<file path="config.mk">
export PLATFORM = sky130hd
export DESIGN_NAME = core_sequencer
export DESIGN_NICKNAME = d
export VERILOG_FILES = /design/src/rtl/core_sequencer.sv
export SDC_FILE = /design/constraint.sdc
export NUM_CORES = 1
export LEC_CHECK = 0
export CAP_MARGIN = 20
export CORE_UTILIZATION = 43
export DETAILED_ROUTE_END_ITERATION = 8
export PLACE_DENSITY = 0.87
export SLEW_MARGIN = 10
export SYNTH_ARGS = -nofsm -noshare
export SYNTH_HDL_FRONTEND = slang
export SYNTH_SLANG_ARGS = --single-unit
export TNS_END_PERCENT = 20
</file>
<file path="constraint.sdc">
create_clock -name clock -period 1.8 [get_ports clock]
set_input_delay 0.18 -clock clock [delete_from_list [all_inputs] [get_ports clock]]
set_output_delay 0.18 -clock clock [all_outputs]
set_load 0.1 [all_outputs]
</file>
<file path="src/rtl/core_sequencer.sv">
// Multi-cycle control unit for the 4-bit core: walks each instruction through
// FETCH/EXEC/WRITE, resolves jumps/branches/HALT and raises the write strobes.
module core_sequencer #(
    parameter int unsigned PC_W  = 3,
    parameter int unsigned CNT_W = 8
) (
    input  logic             clock,
    input  logic             rst_n,
    input  logic             run,
    input  logic             step,
    input  logic             halt_req,
    input  logic [15:0]      instr_i,
    input  logic             carry_i,
    input  logic             zero_i,
    output logic [PC_W-1:0]  pc_o,
    output logic [15:0]      instr_o,
    output logic             ram_we_o,
    output logic             flags_we_o,
    output logic [2:0]       state_o,
    output logic             halted_o,
    output logic [CNT_W-1:0] retired_o
);

    localparam int unsigned INSTR_W = 16;
    localparam int unsigned OP_W    = 4;

    typedef enum logic [2:0] {
        S_IDLE   = 3'd0,
        S_FETCH  = 3'd1,
        S_EXEC   = 3'd2,
        S_WRITE  = 3'd3,
        S_HALTED = 3'd4
    } state_e;

    localparam logic [OP_W-1:0] SUB_JMP  = 4'h1;
    localparam logic [OP_W-1:0] SUB_JZ   = 4'h2;
    localparam logic [OP_W-1:0] SUB_JC   = 4'h3;
    localparam logic [OP_W-1:0] SUB_HALT = 4'hF;

    state_e             state_q, state_d;
    logic [PC_W-1:0]    pc_q, pc_d;
    logic [INSTR_W-1:0] instr_q, instr_d;
    logic [CNT_W-1:0]   retired_q, retired_d;
    logic               run_mode_q, run_mode_d;
    logic               taken_q, taken_d;
    logic               ram_we_q, ram_we_d;
    logic               flags_we_q, flags_we_d;
    logic               halted_q, halted_d;

    logic [OP_W-1:0]    op;
    logic [OP_W-1:0]    sub;
    logic               is_alu;
    logic               is_halt;
    logic               branch_taken;

    // Instruction decode from the instruction register
    always_comb begin
        op           = instr_q[15:12];
        sub          = instr_q[11:8];
        is_alu       = (op != '0);
        is_halt      = !is_alu && (sub == SUB_HALT);
        branch_taken = 1'b0;
        if (!is_alu) begin
            case (sub)
                SUB_JMP: branch_taken = 1'b1;
                SUB_JZ:  branch_taken = zero_i;
                SUB_JC:  branch_taken = carry_i;
                default: branch_taken = 1'b0;
            endcase
        end
    end

    // Next-state and registered-output logic
    always_comb begin
        state_d    = state_q;
        pc_d       = pc_q;
        instr_d    = instr_q;
        retired_d  = retired_q;
        run_mode_d = run_mode_q;
        taken_d    = taken_q;
        ram_we_d   = 1'b0;
        flags_we_d = 1'b0;
        halted_d   = 1'b0;

        case (state_q)
            S_IDLE: begin
                if (!halt_req && run) begin
                    run_mode_d = 1'b1;
                    state_d    = S_FETCH;
                end else if (!halt_req && step) begin
                    run_mode_d = 1'b0;
                    state_d    = S_FETCH;
                end
            end
            S_FETCH: begin
                instr_d = instr_i;
                state_d = S_EXEC;
            end
            S_EXEC: begin
                if (is_halt) begin
                    retired_d = retired_q + CNT_W'(1);
                    halted_d  = 1'b1;
                    state_d   = S_HALTED;
                end else begin
                    // Flags are sampled here, before this instruction's own write lands
                    taken_d    = branch_taken;
                    ram_we_d   = is_alu;
                    flags_we_d = is_alu;
                    state_d    = S_WRITE;
                end
            end
            S_WRITE: begin
                pc_d      = taken_q ? instr_q[PC_W-1:0] : pc_q + PC_W'(1);
                retired_d = retired_q + CNT_W'(1);
                if (run_mode_q && !halt_req) begin
                    state_d = S_FETCH;
                end else begin
                    run_mode_d = 1'b0;
                    state_d    = S_IDLE;
                end
            end
            S_HALTED: begin
                halted_d = 1'b1;
            end
            default: begin
                state_d = S_IDLE;
            end
        endcase
    end

    always_ff @(posedge clock) begin
        if (!rst_n) begin
            state_q    <= S_IDLE;
            pc_q       <= '0;
            instr_q    <= '0;
            retired_q  <= '0;
            run_mode_q <= 1'b0;
            taken_q    <= 1'b0;
            ram_we_q   <= 1'b0;
            flags_we_q <= 1'b0;
            halted_q   <= 1'b0;
        end else begin
            state_q    <= state_d;
            pc_q       <= pc_d;
            instr_q    <= instr_d;
            retired_q  <= retired_d;
            run_mode_q <= run_mode_d;
            taken_q    <= taken_d;
            ram_we_q   <= ram_we_d;
            flags_we_q <= flags_we_d;
            halted_q   <= halted_d;
        end
    end

    assign pc_o       = pc_q;
    assign instr_o    = instr_q;
    assign ram_we_o   = ram_we_q;
    assign flags_we_o = flags_we_q;
    assign state_o    = state_q;
    assign halted_o   = halted_q;
    assign retired_o  = retired_q;

endmodule

</file>
* Word level (Yosys, flattened, before mapping)
Cells that the tools add are included.
Word-level totals: input bits 23, output and inout port bits 33, bits in registers 34, word-level logic and storage cells 56
Operators by class: bitwise gates (word level) 4, $add $sub $neg 2, multiplexer cells 16, eq/ne operators 11, reduce and logical (&&, ||, !) cells 15
Operator list (number):
- 8-bit one-hot mux with 2 select lines | 1
- 3-bit one-hot mux with 5 select lines | 1
- 3-bit 2-to-1 mux | 4
- 8-bit by 1-bit adder with 8-bit output (second input constant) | 1
- 4-bit by 2-bit equality test with 1-bit output (second input constant) | 2
- 8-bit 2-to-1 mux | 1
- 3-bit by 2-bit equality test with 1-bit output (second input constant) | 2
- 1-bit 2-to-1 mux | 6
- 2-bit AND reduction | 3
- 4-bit by 1-bit equality test with 1-bit output (second input constant) | 1
- 4-bit equality test (second input constant) | 1
- 1-bit logical AND | 4
- 2-bit inequality test (second input constant) | 2
- 1-bit inverter | 4
- 1-bit one-hot mux with 2 select lines | 2
- 2-bit nonzero test | 2
- 4-bit nonzero test | 1
- 3-bit by 1-bit adder with 3-bit output (second input constant) | 1
- 3-bit by 1-bit equality test with 1-bit output (second input constant) | 1
- 3-bit equality test (second input constant) | 1
- 3-bit zero test | 1
- 3-bit inequality test (second input constant) | 1
- 1-bit one-hot mux with 3 select lines | 1
- 3-bit AND reduction | 1
- 2 further kinds | 3

* Longest topological paths before layout
word-level depth 5, gate-level depth with buffers 7, depth with buffers taken out 4

* Worst setup path before layout
No wires, ideal clock.
path kind reg-to-reg, start reg retired_q[2], in the netlist retired_o[2], end reg retired_q[7], in the netlist retired_o[7], stages on the path, launching flop included 5, clock period less this slack 2.250 ns, data arrival time 2.180 ns, slack -0.450 ns, library setup time 0.070 ns, required time 1.730 ns, buffers on the path 0, path through dfxtp_1 > nand3_1 > or3_1 > or4_1 > a21oi_1
On the way: word-level cells in the longest chain between the ends 3
Ends and longest elaborated chain:
- start: declaration | RTL line 43 | logic [CNT_W-1:0] retired_q, retired_d;
- start signal: assignment | RTL line 146 | retired_q <= retired_d;
- 8-bit by 1-bit adder with 8-bit output (*) | RTL line 101, 114
- 8-bit 2-to-1 mux | RTL line 100 | if (is_halt) begin
- 8-bit one-hot mux with 2 select lines (*) | RTL line 85 | case (state_q)
Every way passes the cells marked *; elsewhere a longest branch is shown, timed or not. The select of a mux whose other input is x is not followed. A chain may end at the register's enable or synchronous reset.

* Final worst setup path
Same ends and word-level chain as after synthesis.

==> results.md <==
* Maxcap violations at 0
* IO Port Bufs at 55
* Main synth FF type: dfxtp_1
* Overflow after GRT at 0
* WHS at 0.390 ns
* Fin. Hold Viols at 0
* Peak VDD IR at 549 uV
* Vias at ~1500
* Router iterations before antenna repair at 4
* # hold bufs at CTS at 0
* Ys Warns at 0
* PwrDens at 858 nW/um^2
* Final Instance Area at 2130 sq um
* Core box area at 3360 sq um
* Setup TNS at 0 ns
* # DRC at 0
* 1st-iter DRT viols at 60
* Worst Path Required at between 2 and 2.5 ns
* Clock transition at path regs at 0.10 ns
* Largest net degree at the start of global routing at 17
* Count of different cell masters after synthesis at 38
* Least-Margin Pin Slew at 0.536 ns
* Asr flop ratio synth at 0
* CP startpoint kind: flip-flop
* Crit path kind: flip-flop to flip-flop
* Number of synthesized flops with an enable pin at 0
* Worst Slack Setup Final at 0.190 ns
* Final ANT Viol Nets at 0
* GP Congestion at 0.781
* Mapped cell area at 1510 sq um
* Finish-stage setup viols at 0
* Min Tclk post-route at approximately 1.6 ns
* Tightest Hold Check Type: primary input to flip-flop
* FF-to-FF Start: retired_o[2]
* Skew final at 0.00788 ns
* Site row count at 21
* CTS Buf Count at 5
* Clock Sinks at 34
* Layout cells sized above 1 at 0.277
* R2r setup slk at ~0.19 ns
* RSZ-0062 raised after global routing: false
* Worst Hold Path EP: instr_o[11]
* CTS tree: yes
* R2R cell count at 4
* Hold path depth at 3
* Hold_sp: instr_i[11]
* Worst-Skew Late Latency at between 0.3 and 0.4 ns
* Via/cell ratio at 5.12
* Syn Inst Count at 183
* Hpwl dp at 2550 um
* Fmax at 621 MHz
* Die width at 61.3 um
* CP arrival at 1.87 ns
* # H-tree levels at 2
* Seq/Total Area, Yosys at 0.451
* Overall routed net length at 3500 um
* DP Area at approximately 2100 sq um
* Die Ht at 61.3 um
* P_leak at 0.824 nW
* Period utilisation layout at 0.895
* Design Power at ~0.0018 W
* Final net count at 267
* First-pass GRT wire length at 5480 um
* #FFs+latches synth at 34
* Synthesized Nets at 208
* Status: complete, no violations
* Die ar. at 3750 sq um
* Reg-to-Reg End: retired_o[7]
* Vias in the first global route at between 1000 and 1500
* Post-CTS Setup Bufs at 0
* IO Count at 56
* Root Buffer: clkbuf_4
* Initial Util at 0.449
* Crit-path max FO at 6
* Max Slew Vio Count at 0
* Worst slew margin at 0.642
* Pre-CTS setup slack at between 0.2 and 0.3 ns
* Crit path capture type: flip-flop
* Mean Syn Cell Area at slightly above 8 sq um
* Initial antenna violation count at 0
* Wirelength per Cell at 12.1 um
* Clock Tree Buf Depth at 2
* Antenna fix cells at 0
* Synth-to-Final Area Change at 41.3%
* Tot GR Track Use at 0.200
* CTS resizes at 0
==> cell type report <==
class / instances / area, sq um
clock buffer: 7 / 45.0
fill: 322 / 1230
inverter: 6 / 22.5
multi-input combinational: 131 / 753
sequential: 34 / 708
tap: 46 / 57.6
timing repair buffer: 64 / 548
==> worst max-delay path by stage <==
stage | startpoint | to | depth (start not counted)
finish | retired_o[2] | retired_o[7] | 4
global route | retired_o[2] | retired_o[7] | 4
CTS | retired_o[2] | retired_o[7] | 4
detailed placement | retired_o[2] | retired_o[7] | 4
global placement | retired_o[2] | retired_o[7] | 4
floorplan | retired_o[5] | retired_o[7] | 4
==> critical path, stage by stage, from the launching register on <==
cell and delay [ns]:
dfxtp_2 0.38, nand3_1 0.18, or3_1 0.41, or4_1 0.41, a21oi_1 0.16
==> cell families after synthesis <==
| group | after synthesis | share of synthesized area |
|---|---|---|
| mux | 8 | 0.0530 |
| flops | 34 | 0.451 |
| simple gates | 78 | 0.262 |
| compound gates | 43 | 0.167 |
| buf+inv | 18 | 0.0505 |
| fa+ha+maj | 2 | 0.0166 |
==> Yosys cell counts, types with 2 or more instances <==
master	number	area (sq um)
nand2_1	43	161
dfxtp_1	34	681
a21oi_1	22	110
mux2i_1	8	80.1
clkbuf_1	7	26.3
nor2_1	7	26.3
inv_1	5	18.8
buf_2	4	20.0
nand2b_1	4	25.0
nand3_1	4	20.0
o21ai_0	4	20.0
o31ai_1	4	30.0
a31oi_1	3	18.8
nor3_1	3	15.0
or4_1	3	22.5
a211oi_1	2	15.0
ha_1	2	25.0
nor4_2	2	25.0
o21ai_1	2	10.0
or3_1	2	12.5
==> metal layers <==
layer  track usage  part of all wire
met1         0.241              0.45
met2         0.328              0.48
met3        0.0609             0.064
met4        0.0909             0.012
met5             0                 0
==> flip-flops by register name, summed over array words and instances (netlist names) <==
| signal | cells |
|---|---|
| instr_o | 16 |
| taken_q | 1 |
| flags_we_o | 1 |
| run_mode_q | 1 |
| pc_o | 3 |
| halted_o | 1 |
| state_o | 3 |
| retired_o | 8 |
==> report_power, final <==
| part | internal (W) | switching, W |
|---|---|---|
| combinational | 0.000182 | 0.000424 |
| clock | 0.000147 | 0.000232 |
| sequential | 0.000797 | 0.0000501 |
==> placed cells by master, fill, tap and decap left out, types with 2 or more instances in the layout <==
| master | netlist | layout |
|---|---|---|
| or4_1 | 3 | 3 |
| nor3_1 | 3 | 3 |
| a31oi_1 | 3 | 3 |
| nor4_2 | 2 | 2 |
| mux2i_1 | 8 | 8 |
| o21ai_0 | 4 | 4 |
| buf_4 | 1 | 41 |
| dfxtp_1 | 34 | 18 |
| clkbuf_4 | 0 | 5 |
| o31ai_1 | 4 | 4 |
| or3_1 | 2 | 2 |
| a21oi_1 | 22 | 22 |
| nand3_1 | 4 | 4 |
| a211oi_1 | 2 | 2 |
| inv_1 | 5 | 5 |
| ha_1 | 2 | 2 |
| clkdlybuf4s50_1 | 0 | 22 |
| nor2_1 | 7 | 7 |
| nand2b_1 | 4 | 4 |
| nand2_1 | 43 | 43 |
| o21ai_1 | 2 | 2 |
| dfxtp_2 | 0 | 13 |
| dfxtp_4 | 0 | 3 |
| clkbuf_1 | 7 | 2 |
==> through the flow <==
stage / utilization / std cells
3_5_place_dp: 0.621 / 281
5_1_grt: 0.635 / 288
6_report: 0.635 / 288
3_3_place_gp: 0.621 / 281
2_1_floorplan: - / 183
4_1_cts: 0.635 / 288
(Power assumes the default switching activity.)
